$ cat config.mk
export PLATFORM = sky130hd
export DESIGN_NAME = inv_mix_columns_seq
export DESIGN_NICKNAME = d
export VERILOG_FILES = /design/src/rtl/inv_mix_columns_seq_pkg.sv /design/src/rtl/inv_mix_column.sv /design/src/rtl/inv_mix_columns_seq.sv
export SDC_FILE = /design/constraint.sdc
export NUM_CORES = 1
export LEC_CHECK = 0
export BUFFER_PORTS_ARGS = -buffer_cell sky130_fd_sc_hd__buf_2
export CAP_MARGIN = 20
export CORE_ASPECT_RATIO = 0.8
export CORE_MARGIN = 10
export CORE_UTILIZATION = 35
export DETAILED_ROUTE_END_ITERATION = 10
export PLACE_DENSITY = 0.54
export SYNTH_ARGS = -nofsm -noshare
export SYNTH_HDL_FRONTEND = slang
export SYNTH_SLANG_ARGS = --single-unit
$ cat constraint.sdc
create_clock -name clk -period 7.8 [get_ports clk]
set_clock_uncertainty 0.05 [all_clocks]
set_input_delay 1.56 -clock clk [delete_from_list [all_inputs] [get_ports clk]]
set_output_delay 1.56 -clock clk [all_outputs]
set_load 0.02 [all_outputs]
$ cat src/rtl/inv_mix_columns_seq_pkg.sv
// Shared AES definitions for the sequential InvMixColumns block: byte/state
// types, the controller state encoding and the GF(2^8) xtime helper.
package inv_mix_columns_seq_pkg;

    typedef logic [7:0]   aes_byte_t;
    typedef logic [31:0]  aes_col_t;
    typedef logic [127:0] aes_state_t;

    typedef enum logic [1:0] {
        IDLE = 2'd0,
        BUSY = 2'd1,
        DONE = 2'd2
    } imc_state_e;

    // Low byte of the AES field polynomial x^8 + x^4 + x^3 + x + 1.
    localparam aes_byte_t AES_REDUCE = 8'h1b;

    function automatic aes_byte_t xtime(input aes_byte_t b);
        return {b[6:0], 1'b0} ^ (b[7] ? AES_REDUCE : 8'h00);
    endfunction

endpackage

$ cat src/rtl/inv_mix_column.sv
// Combinational InvMixColumns of one 32-bit column (row 0 in bits 31:24),
// each constant multiply built from an xtime chain plus XOR.
module inv_mix_column
    import inv_mix_columns_seq_pkg::*;
(
    input  aes_col_t col,
    output aes_col_t mixed
);

    aes_byte_t s   [4];
    aes_byte_t x2  [4];
    aes_byte_t x4  [4];
    aes_byte_t x8  [4];
    aes_byte_t m09 [4];
    aes_byte_t m0b [4];
    aes_byte_t m0d [4];
    aes_byte_t m0e [4];

    for (genvar r = 0; r < 4; r++) begin : g_row
        assign s[r]   = col[31-8*r -: 8];
        assign x2[r]  = xtime(s[r]);
        assign x4[r]  = xtime(x2[r]);
        assign x8[r]  = xtime(x4[r]);
        // 9 = 8+1, b = 8+2+1, d = 8+4+1, e = 8+4+2
        assign m09[r] = x8[r] ^ s[r];
        assign m0b[r] = x8[r] ^ x2[r] ^ s[r];
        assign m0d[r] = x8[r] ^ x4[r] ^ s[r];
        assign m0e[r] = x8[r] ^ x4[r] ^ x2[r];
    end

    for (genvar r = 0; r < 4; r++) begin : g_out
        assign mixed[31-8*r -: 8] = m0e[r] ^ m0b[(r+1)%4] ^ m0d[(r+2)%4] ^ m09[(r+3)%4];
    end

endmodule

$ cat src/rtl/inv_mix_columns_seq.sv
// Sequential AES InvMixColumns: COLS_PER_CYCLE (1, 2 or 4) columns per BUSY cycle.
// Defining INV_MIX_COLUMNS_BYPASS_EN adds a bypass input that passes a state through untouched.
module inv_mix_columns_seq
    import inv_mix_columns_seq_pkg::*;
#(
    parameter int COLS_PER_CYCLE = 1
) (
    input  logic       clk,
    input  logic       rst,
    input  logic       in_valid,
    output logic       in_ready,
    input  aes_state_t in_data,
`ifdef INV_MIX_COLUMNS_BYPASS_EN
    input  logic       bypass,
`endif
    output logic       out_valid,
    input  logic       out_ready,
    output aes_state_t out_data,
    output imc_state_e fsm_state
);

    // Handshakes: a transfer happens on a rising edge where valid and ready are
    // both high; in_ready may depend on out_ready so DONE can hand over with no bubble.

    localparam logic [1:0] STEP = 2'(COLS_PER_CYCLE);
    localparam logic [1:0] LAST = 2'(4 - COLS_PER_CYCLE);

    imc_state_e fsm;
    logic [1:0] col_cnt;
    aes_state_t work;
    aes_state_t work_next;
    logic       accept;
    logic       skip;

    logic [1:0] col_idx [COLS_PER_CYCLE];
    aes_col_t   col_in  [COLS_PER_CYCLE];
    aes_col_t   col_out [COLS_PER_CYCLE];

    assign in_ready  = (fsm == IDLE) || (fsm == DONE && out_ready);
    assign accept    = in_valid && in_ready;
    assign fsm_state = fsm;

`ifdef INV_MIX_COLUMNS_BYPASS_EN
    assign skip = bypass;
`else
    assign skip = 1'b0;
`endif

    // Column c occupies bits {~c, 5'h1f} down to 32 bits below.
    for (genvar g = 0; g < COLS_PER_CYCLE; g++) begin : g_col
        assign col_idx[g] = col_cnt + 2'(g);
        assign col_in[g]  = work[{~col_idx[g], 5'h1f} -: 32];

        inv_mix_column u_col (
            .col   (col_in[g]),
            .mixed (col_out[g])
        );
    end

    always_comb begin
        work_next = work;
        for (int i = 0; i < COLS_PER_CYCLE; i++) begin
            work_next[{~col_idx[i], 5'h1f} -: 32] = col_out[i];
        end
    end

    always_ff @(posedge clk or negedge rst) begin
        if (!rst) begin
            fsm       <= IDLE;
            col_cnt   <= '0;
            work      <= '0;
            out_valid <= 1'b0;
            out_data  <= '0;
        end else begin
            case (fsm)
                IDLE, DONE: begin
                    if (accept) begin
                        work    <= in_data;
                        col_cnt <= '0;
                        if (skip) begin
                            fsm       <= DONE;
                            out_valid <= 1'b1;
                            out_data  <= in_data;
                        end else begin
                            fsm       <= BUSY;
                            out_valid <= 1'b0;
                        end
                    end else if (fsm == DONE && out_ready) begin
                        fsm       <= IDLE;
                        out_valid <= 1'b0;
                    end
                end
                BUSY: begin
                    work    <= work_next;
                    col_cnt <= col_cnt + STEP;
                    if (col_cnt == LAST) begin
                        fsm       <= DONE;
                        out_valid <= 1'b1;
                        out_data  <= work_next;
                    end
                end
                default: begin
                    fsm       <= IDLE;
                    out_valid <= 1'b0;
                end
            endcase
        end
    end

endmodule

### Word-level counts from Yosys, hierarchy flattened

Index checks and enable logic that the tools add are counted.

* add/sub/neg operators: 2
* multiply operators: 0
* divide/modulo/power cells: 0
* order comparisons: 0
* equal/unequal tests: 6
* shift-type cells: 3
* mux-type cells: 25
* bitwise gates (word level): 49
* reductions and logical operators: 9

Operator list (count)
* $xor 8x8->8: 48
* $pmux 128 s2: 1
* $shift 32x9->159 const A: 1
* $shiftx 159x8->32: 1
* $shiftx 32x9->159: 1
* $bwmux 128: 1
* $mux 128: 1
* $mux 5: 12
* $neg 7->9: 1
* $mux 2: 4
* $pmux 2 s2: 2
* $reduce_and 2->1: 3
* $eq 2x2->1 const B: 2
* $ne 2x2->1 const B: 2
* $mux 1: 3
* $ne 3x3->1 const B: 1
* $add 2x1->2 const B: 1
* $eq 2x1->1 const B: 1
* $logic_and 1x1->1: 2
* $logic_not 2->1: 1
* $not 2->2: 1
* $pmux 1 s2: 1
* $reduce_bool 2->1: 1
* $reduce_or 2->1: 1
* $logic_or 1x1->1: 1

* flip-flop bits (word level): 261
* bits in latches: 0
* memory bits (writable): 0
* ROM bits: 0
* input bits: 132
* output and inout bits: 132
* memories: 0

### Longest topological paths before layout

Gate-level depths: netlist of the first run.

* word-level depth: 16
* depth in mapped cells: 11
* depth with buffers taken out: 7

### Modules after synthesis

From an unflattened synthesis of the first run, not the netlist that was laid out.

* cells, all modules: 1315
* area total of the unflattened synthesis: 14650.3 sq um

Modules (own cells, without submodules)
* inv_mix_columns_seq: instances 1, cells each 1114, area each 12469.5 sq um, sequential area each 6531.3 sq um
* inv_mix_column: instances 1, cells each 201, area each 2180.8 sq um, sequential area each 0.0 sq um

### Worst setup path after synthesis of the first run

OpenSTA, ideal clock, no wires.

* path kind: input to output
* from: in out_ready
* to: out in_ready
* arrival: 2038 ps
* data required time: 6190 ps
* path slack: 4152 ps
* stages on the path: 2
* buffers on the path: 0
* cells stage by stage: nand2b_1 > nor2b_1

* word-level cells in the longest chain between the ends: 2

RTL lines
* start, declared: RTL line inv_mix_columns_seq.sv:17 `input logic out_ready,`
* $logic_and 1x1->1: RTL line inv_mix_columns_seq.sv:39 `assign in_ready = (fsm == IDLE) || (fsm == DONE && out_ready);`
* $logic_or 1x1->1: RTL line inv_mix_columns_seq.sv:39
* end, declared: RTL line inv_mix_columns_seq.sv:11 `output logic in_ready,`

Every way passes these cells.

### Worst setup path after layout of the first run

* from: reg col_cnt[0]
* to: reg out_data[65]

* word-level cells in the longest chain between the ends: 13
* elaborated cells on any way between the ends: 68
* classes of those cells: 1 x add/sub; 1 x eq/ne; 3 x shift; 13 x mux; 49 x bitwise; 1 x reduce/logical

RTL lines
* start, declared: RTL line inv_mix_columns_seq.sv:29 `logic [1:0] col_cnt;`
* start signal, assigned: RTL line inv_mix_columns_seq.sv:95 `col_cnt <= col_cnt + STEP;`
* $not 2->2: RTL line inv_mix_columns_seq.sv:52, inv_mix_columns_seq.sv:63
* $shiftx 159x8->32: RTL line inv_mix_columns_seq.sv:52 `assign col_in[g] = work[{~col_idx[g], 5'h1f} -: 32];`
* $xor 8x8->8 or $mux 5 (tied branches) (2 in series): RTL line inv_mix_columns_seq_pkg.sv:19 `return {b[6:0], 1'b0} ^ (b[7] ? AES_REDUCE : 8'h00);`
* $mux 5 or $xor 8x8->8 (tied branches): RTL line inv_mix_columns_seq_pkg.sv:19
* $xor 8x8->8: RTL line inv_mix_columns_seq_pkg.sv:19
* $xor 8x8->8 (on tied branches): RTL line inv_mix_column.sv:27, inv_mix_column.sv:28, inv_mix_column.sv:26
* $xor 8x8->8 (on tied branches): RTL line inv_mix_column.sv:28, inv_mix_column.sv:26
* $xor 8x8->8 (3 in series): RTL line inv_mix_column.sv:32 `assign mixed[31-8*r -: 8] = m0e[r] ^ m0b[(r+1)%4] ^ m0d[(r+2)%4] ^ m09[(r+3)%4];`
* $shiftx 32x9->159: RTL line inv_mix_columns_seq.sv:63 `work_next[{~col_idx[i], 5'h1f} -: 32] = col_out[i];`
* $bwmux 128: RTL line inv_mix_columns_seq.sv:63
* end signal, assigned: RTL line inv_mix_columns_seq.sv:83 `out_data <= in_data;`
* end signal, assigned: RTL line inv_mix_columns_seq.sv:99 `out_data <= work_next;`
* end, declared: RTL line inv_mix_columns_seq.sv:18 `output aes_state_t out_data,`

Several ways; a longest one is shown, not always the timed one.
A chain may end at the register's enable or synchronous reset.

==> flow_metrics.py, run 1 <==
metrics = {
    "place": {
        "gp_congestion": 0.946,
        "post_dp_cell_area_um2": 15900,
        "port_buffers": 263,
        "dp.cells": 2046,
        "dpl.hpwl_mm": 41.8,
    },
    "route": {
        "initialDrtViolationCount": 1710,
        "wl_per_cell_um": 27.8,
        "vias": 12150,
        "via_per_inst": 5.79,
        "drt_wl_total_mm": 58.4,
        "drt-pass1-iter-count": 7,
        "ant_nets": 0,
        "drc_errors": 0,
    },
    "clocking": {
        "cts_made_buffers": 29,
        "clock_path_buffers": 3,
        "clk_latency_ns": 0.59,
        "htreeDepth": 1,
        "postCtsSetupBuffers": 0,
        "post_cts_resized": 0,
        "postCtsHoldBufs": 0,
        "clkSinkCount": 260,
        "cts_tree": "built",
        "clock_tree.root_cell": "clkbuf_16",
        "clk_pin_slew_ns": 0.06,
    },
    "synthesis": {
        "syn_area_per_cell_um2": 10.6,
        "syn_inst": 1334,
        "ys_seq_area_frac": 0.461,
        "synth_compound_area_frac": 0.155,
        "synthArstFlopShare": 1.00,
        "synth_flop_cell": "dfrtp_1",
        "ys_seq_elements": 260,
        "synth_top_area_frac": 0.461,
        "synthMuxAreaShare": 0.0527,
        "yosys.area_share.simple": 0.108,
        "yosys.cell_types.count": 39,
        "synth_top_family_by_area": "XOR/XNOR gates",
        "synth_commonest_cells": "dfrtp_1 (260), nor2_1 (143), nand2_1 (135)",
        "yosysMostFrequentCell": "dfrtp_1",
        "yosysTopAreaCell": "dfrtp_1",
        "yosys_warnings": 0,
        "synthTopCellsByArea": "dfrtp_1 (46%), xnor2_1 (7.0%), xnor3_1 (4.3%), a222oi_1 (4.3%), a221oi_1 (4.2%)",
        "synthXorXnorAreaFrac": 0.166,
        "synth_area_um2": 14100,
        "syn_nets": 1470,
        "synth_edf_count": 0,
        "synthAdderAreaFrac": 0.00355,
    },
    "timing": {
        "fin_crit_sh": 0.623,
        "hold-worst-slack_ns": 0.425,
        "tightest_slew_ns": 1.23,
        "hold_viol": 0,
        "rsz0062_at_grt": "no",
        "fmax_mhz": 206,
        "setup_viol": 0,
        "period_needed_ns": 4.86,
        "slew_viol_final": 0,
        "relSlewSlack": 0.171,
        "setup_tns_ns": 0,
    },
    "flow_run": {
        "maxCapViolations": 0,
    },
    "hold_path": {
        "hold_class": "reg -> reg",
    },
    "die": {
        "die_height_um": 200,
        "die_width_um": 245,
        "core_um2": 39600,
        "dieArea_um2": 48800,
        "rows": 65,
        "ios": 264,
        "start_util": 0.356,
    },
    "cells_and_area": {
        "drive_above_1_share": 0.246,
        "fillers": 3880,
        "multiInputGateArea_um2": 6920,
        "fin_area_um2": 16800,
        "ff_latch_area_um2": 6510,
        "diodes": 0,
        "syn_to_final_growth_pct": 19.2,
        "layout.cells.non_filler": 2098,
        "layout.nets": 1678,
    },
    "critical_path": {
        "slowest_delay_ns": 0.95,
        "end_kind": "register",
        "worstPathArrival_ns": 5.28,
        "critPathBufInv": 1,
        "cp_max_fo": 26,
        "cp_common_cell": "xnor3_1",
        "worst-setup-path-type": "reg -> reg",
        "cp_data_required_time_ns": 8.23,
        "startpoint_type": "register",
        "crit_path_cell_trace": "buf_4 -> mux4_1 -> xnor3_1 -> xnor3_1 -> xnor2_1 -> o221ai_1 -> o21a_1",
        "cp_slowest_cell": "dfrtp_2",
        "cp_top_family": "XOR/XNOR gates",
    },
    "global_routing": {
        "overflow": 0,
        "grt.total_usage": 0.232,
        "grt_pass1_vias": 12036,
        "antenna_found_initial": 1,
        "grt_max_degree": 144,
        "grt_first_pass_wirelength_mm": 85.1,
    },
    "status": {
        "status": "complete, no violations",
    },
}
[worst min-delay path: stages (launching register included)]
cell and delay (ns):
dfrtp_1 0.34, nand2_1 0.05, nand2_1 0.06
[stage by stage]
step | utilization | worst slack [ns]
after floorplan | - | 4.15
final | 0.425 | 2.94
after CTS | 0.425 | 3.02
after global routing | 0.425 | 2.81
after global placement | 0.401 | 2.98
after detailed placement | 0.401 | 3.04
[cells in the final DEF, fill, tap and decap left out, drive strengths merged]
master	netlist	final
nand3	53	53
inv	69	70
a211oi	1	1
a21o	1	1
clkbuf	87	40
a21oi	41	41
nand2	135	135
nor2b	3	3
mux4	32	32
buf	22	286
bufinv	0	3
xor3	6	6
and2	1	1
a221oi	67	67
nand2b	6	6
o31ai	1	1
xor2	38	38
nor3	4	4
o22ai	1	1
a222oi	60	60
clkinv	0	7
a22oi	37	37
o21ai	66	66
a2bb2oi	6	6
nor2	143	143
xnor3	29	29
and3	22	22
dfrtp	260	260
o21a	3	3
xnor2	125	125
a31oi	4	4
o221ai	3	3
a22o	4	4
ha	4	4
[flip-flops by register name (all words and copies together), names as in the netlist]
register   flops
work         128
col_cnt        2
out_data     128
fsm_state      1
out_valid      1
[per-layer routing]
metal  up-vias  GRT usage  part of all wire
met4         0     0.0406             0.016
met1      6187      0.343              0.44
met2       699      0.344              0.44
li1       5202          -                 -
met5         -          0                 0
met3        62     0.0520              0.10
[cell type report]
class,instances,area share
Clock inverter,11,0.00885
Tap cell,536,0.0399
Inverter,69,0.0154
Multi-Input combinational cell,896,0.411
Clock buffer,40,0.0480
Sequential cell,260,0.387
Timing Repair Buffer,286,0.0898
[cell families (layout without fill, tap and decap cells)]
group | after synthesis | in the layout
simple gates | 367 | 367
compound gates | 295 | 295
buf+inv | 178 | 406
flops | 260 | 260
fa+ha+maj | 4 | 4
xor+xnor | 198 | 198
mux | 32 | 32
[final timing paths]
path	from	end	slack (ns)	cells after the start
worst min register to register	out_data[25]	out_data[25]	0.43	2
worst max-delay path	col_cnt[0]	out_data[65]	2.94	7
worst max register to register	col_cnt[0]	out_data[65]	2.94	7
worst min-delay path	out_data[25]	out_data[25]	0.43	2
max in group asynchronous	rst	col_cnt[0]	5.26	2
min in group asynchronous	rst	out_data[43]	1.01	1
Power of run 1 is not shown: default switching activity piles up to over one toggle a cycle in this logic, so the estimate is an artifact.
==> run 2, diff against run 1 <==
--- a/config.mk
+++ b/config.mk
@@ -11,7 +11,7 @@
 export CORE_MARGIN = 10
 export CORE_UTILIZATION = 35
 export DETAILED_ROUTE_END_ITERATION = 10
-export PLACE_DENSITY = 0.54
+export PLACE_DENSITY = 0.56
 export SYNTH_ARGS = -nofsm -noshare
 export SYNTH_HDL_FRONTEND = slang
 export SYNTH_SLANG_ARGS = --single-unit
==> constraint.sdc (replaced) <==
create_clock -name clk -period 4.1 [get_ports clk]
set_clock_uncertainty 0.05 [all_clocks]
set_input_delay 0.82 -clock clk [delete_from_list [all_inputs] [get_ports clk]]
set_output_delay 0.82 -clock clk [all_outputs]
set_load 0.02 [all_outputs]
==> run 2 against run 1 <==
Net effect:
- non-clock buffer count rose by 41
- final area rose by 2.5%
- worst setup slack got worse by 2.7 ns
- register-to-register slack got worse by 2.7 ns
- sequential cell count did not move
- die area did not move
- critical path depth rose by 2
- first-iteration DRC count rose by 2.0%
- final cell count rose by 2.1%
- critical path type unchanged
==> flow_metrics.py, run 2 (same netlist as run 1, synthesis figures left out) <==
metrics = {
    "clocking": {
        "htreeDepth": 1,
        "clock_tree.root_cell": "clkbuf_16",
        "clk_latency_ns": 0.59,
        "clkSinkCount": 260,
        "cts_tree": "built",
        "clk_pin_slew_ns": 0.07,
        "clock_path_buffers": 3,
        "cts_made_buffers": 29,
        "postCtsSetupBuffers": 0,
    },
    "critical_path": {
        "r2r_start": "col_cnt[0]",
        "rrSetupSlack_ns": 0.21,
        "cp_data_required_time_ns": 4.50,
        "startpoint_type": "register",
        "crit_path_cell_trace": "buf_12 -> mux4_1 -> xnor2_4 -> xnor3_1 -> xnor2_2 -> xnor2_1 -> buf_4 -> a221oi_1 -> nor2_1",
        "worst-setup-path-type": "reg -> reg",
        "end_kind": "register",
        "cp_slowest_cell": "mux4_1",
        "worstPathArrival_ns": 4.29,
        "cp_max_fo": 28,
        "slowest_delay_ns": 0.87,
        "reg2regPathDepth": 9,
        "r2r-end": "out_data[51]",
    },
    "timing": {
        "slew_viol_final": 0,
        "setup_viol": 0,
        "hold_viol": 0,
        "period_needed_ns": 3.89,
        "fin_crit_sh": 0.950,
        "rsz0062_at_grt": "no",
        "fmax_mhz": 257,
        "relSlewSlack": 0.328,
        "setup_tns_ns": 0,
        "tightest_slew_ns": 1.01,
        "setup_ws_ns": 0.205,
    },
    "route": {
        "wl_per_cell_um": 26.6,
        "via_per_inst": 5.73,
        "top_layer": "met4",
        "wl_met2_mm": 26.3,
        "drc_errors": 0,
        "wl_met3_mm": 5.70,
        "drt_wl_total_mm": 57.1,
        "initialDrtViolationCount": 1744,
        "vias": 12284,
        "met1_length_mm": 23.9,
        "drt-pass1-iter-count": 8,
        "ant_nets": 0,
    },
    "cells_and_area": {
        "layout.nets": 1719,
        "ff_latch_area_um2": 6510,
        "multiInputGateArea_um2": 6950,
        "final_common_cell": "buf_2",
        "largest_registers": "out_data x128, work x128, col_cnt x2",
        "syn_to_final_growth_pct": 22.2,
        "fillers": 3867,
        "drive_above_1_share": 0.271,
        "post-route-util": 0.436,
        "final_cell_mix": "buf_2 (262), dfrtp_1 (258), nor2_1 (139), nand2_1 (133), xnor2_1 (112)",
        "diodes": 0,
    },
    "die": {
        "core_um2": 39600,
        "dieArea_um2": 48800,
        "die_width_um": 245,
        "ios": 264,
        "start_util": 0.356,
        "die_height_um": 200,
        "rows": 65,
    },
    "place": {
        "port_buffers": 263,
        "place_ws_ns": 0.0719,
        "gp_congestion": 1.00,
        "dpl.hpwl_mm": 40.5,
    },
    "global_routing": {
        "grt_pass1_vias": 12326,
        "antenna_found_initial": 0,
        "grt_first_pass_wirelength_mm": 83.9,
        "overflow": 0,
        "grt.total_usage": 0.226,
        "grt_max_degree": 99,
    },
    "flow_run": {
        "maxCapViolations": 0,
    },
    "hold_path": {
        "hold_class": "in -> async",
    },
    "status": {
        "status": "complete, no violations",
    },
}
-- run 2: changes by cell type in the layout (fill, tap and decap cells not counted), sizes merged --
cell / before / now
buf: 286 / 327
clkbuf: 40 / 38
clkinv: 7 / 10
clkinvlp: 0 / 1
inv: 70 / 71
-- run 2: final cells by class --
cell class / instances / area share
tap: 536 / 0.0389
multi-input combinational: 896 / 0.403
clock inverter: 16 / 0.0102
clock buffer: 38 / 0.0475
timing repair buffer: 327 / 0.108
sequential: 260 / 0.377
inverter: 69 / 0.0150
-- run 2: worst max-delay path by stage --
stage	endpoint	cells after the start	startpoint	slack, ns
after floorplan	out_data[124]	9	col_cnt[0]	0.83
after global routing	out_data[51]	9	col_cnt[0]	0.14
after detailed placement	out_data[51]	9	col_cnt[0]	0.07
after CTS	out_data[51]	9	col_cnt[0]	0.06
after global placement	out_data[51]	9	col_cnt[0]	0.04
final	out_data[51]	9	col_cnt[0]	0.21
-- run 2: metal layers --
layer | vias up | track usage
met2 | 698 | 0.355
li1 | 5286 | -
met3 | 75 | 0.0515
met4 | 0 | 0.0535
met5 | - | 0
met1 | 6225 | 0.312
-- run 2: critical path, delay by kind of cell, from the launching register on --
kind | cells | cell delay, ns
and+or+nand+nor | 1 | 0.11
xor gates and xnor gates | 4 | 1.40
muxes | 1 | 0.87
DFF | 1 | 0.38
AOI/OAI and AO/OA | 1 | 0.49
buffers and inverters | 2 | 0.42
-- run 2: what timing repair did --
action | 4_1_cts | 5_1_grt
hold buffers | 0 | 0
endpoints found under the setup margin | 0 | 2
gates resized for setup | 0 | 2
-- run 2: stage by stage --
step                      hold WS (ns)  cells  cell area, um2
final                            0.196   2142           17200
after global routing             0.241   2142           17200
after CTS                        0.223   2142           17200
after detailed placement         0.414   2088           16200
after global placement           0.408   2088           16200
after floorplan                  0.418   1334           14100
Power of run 2 is left out for the same reason.
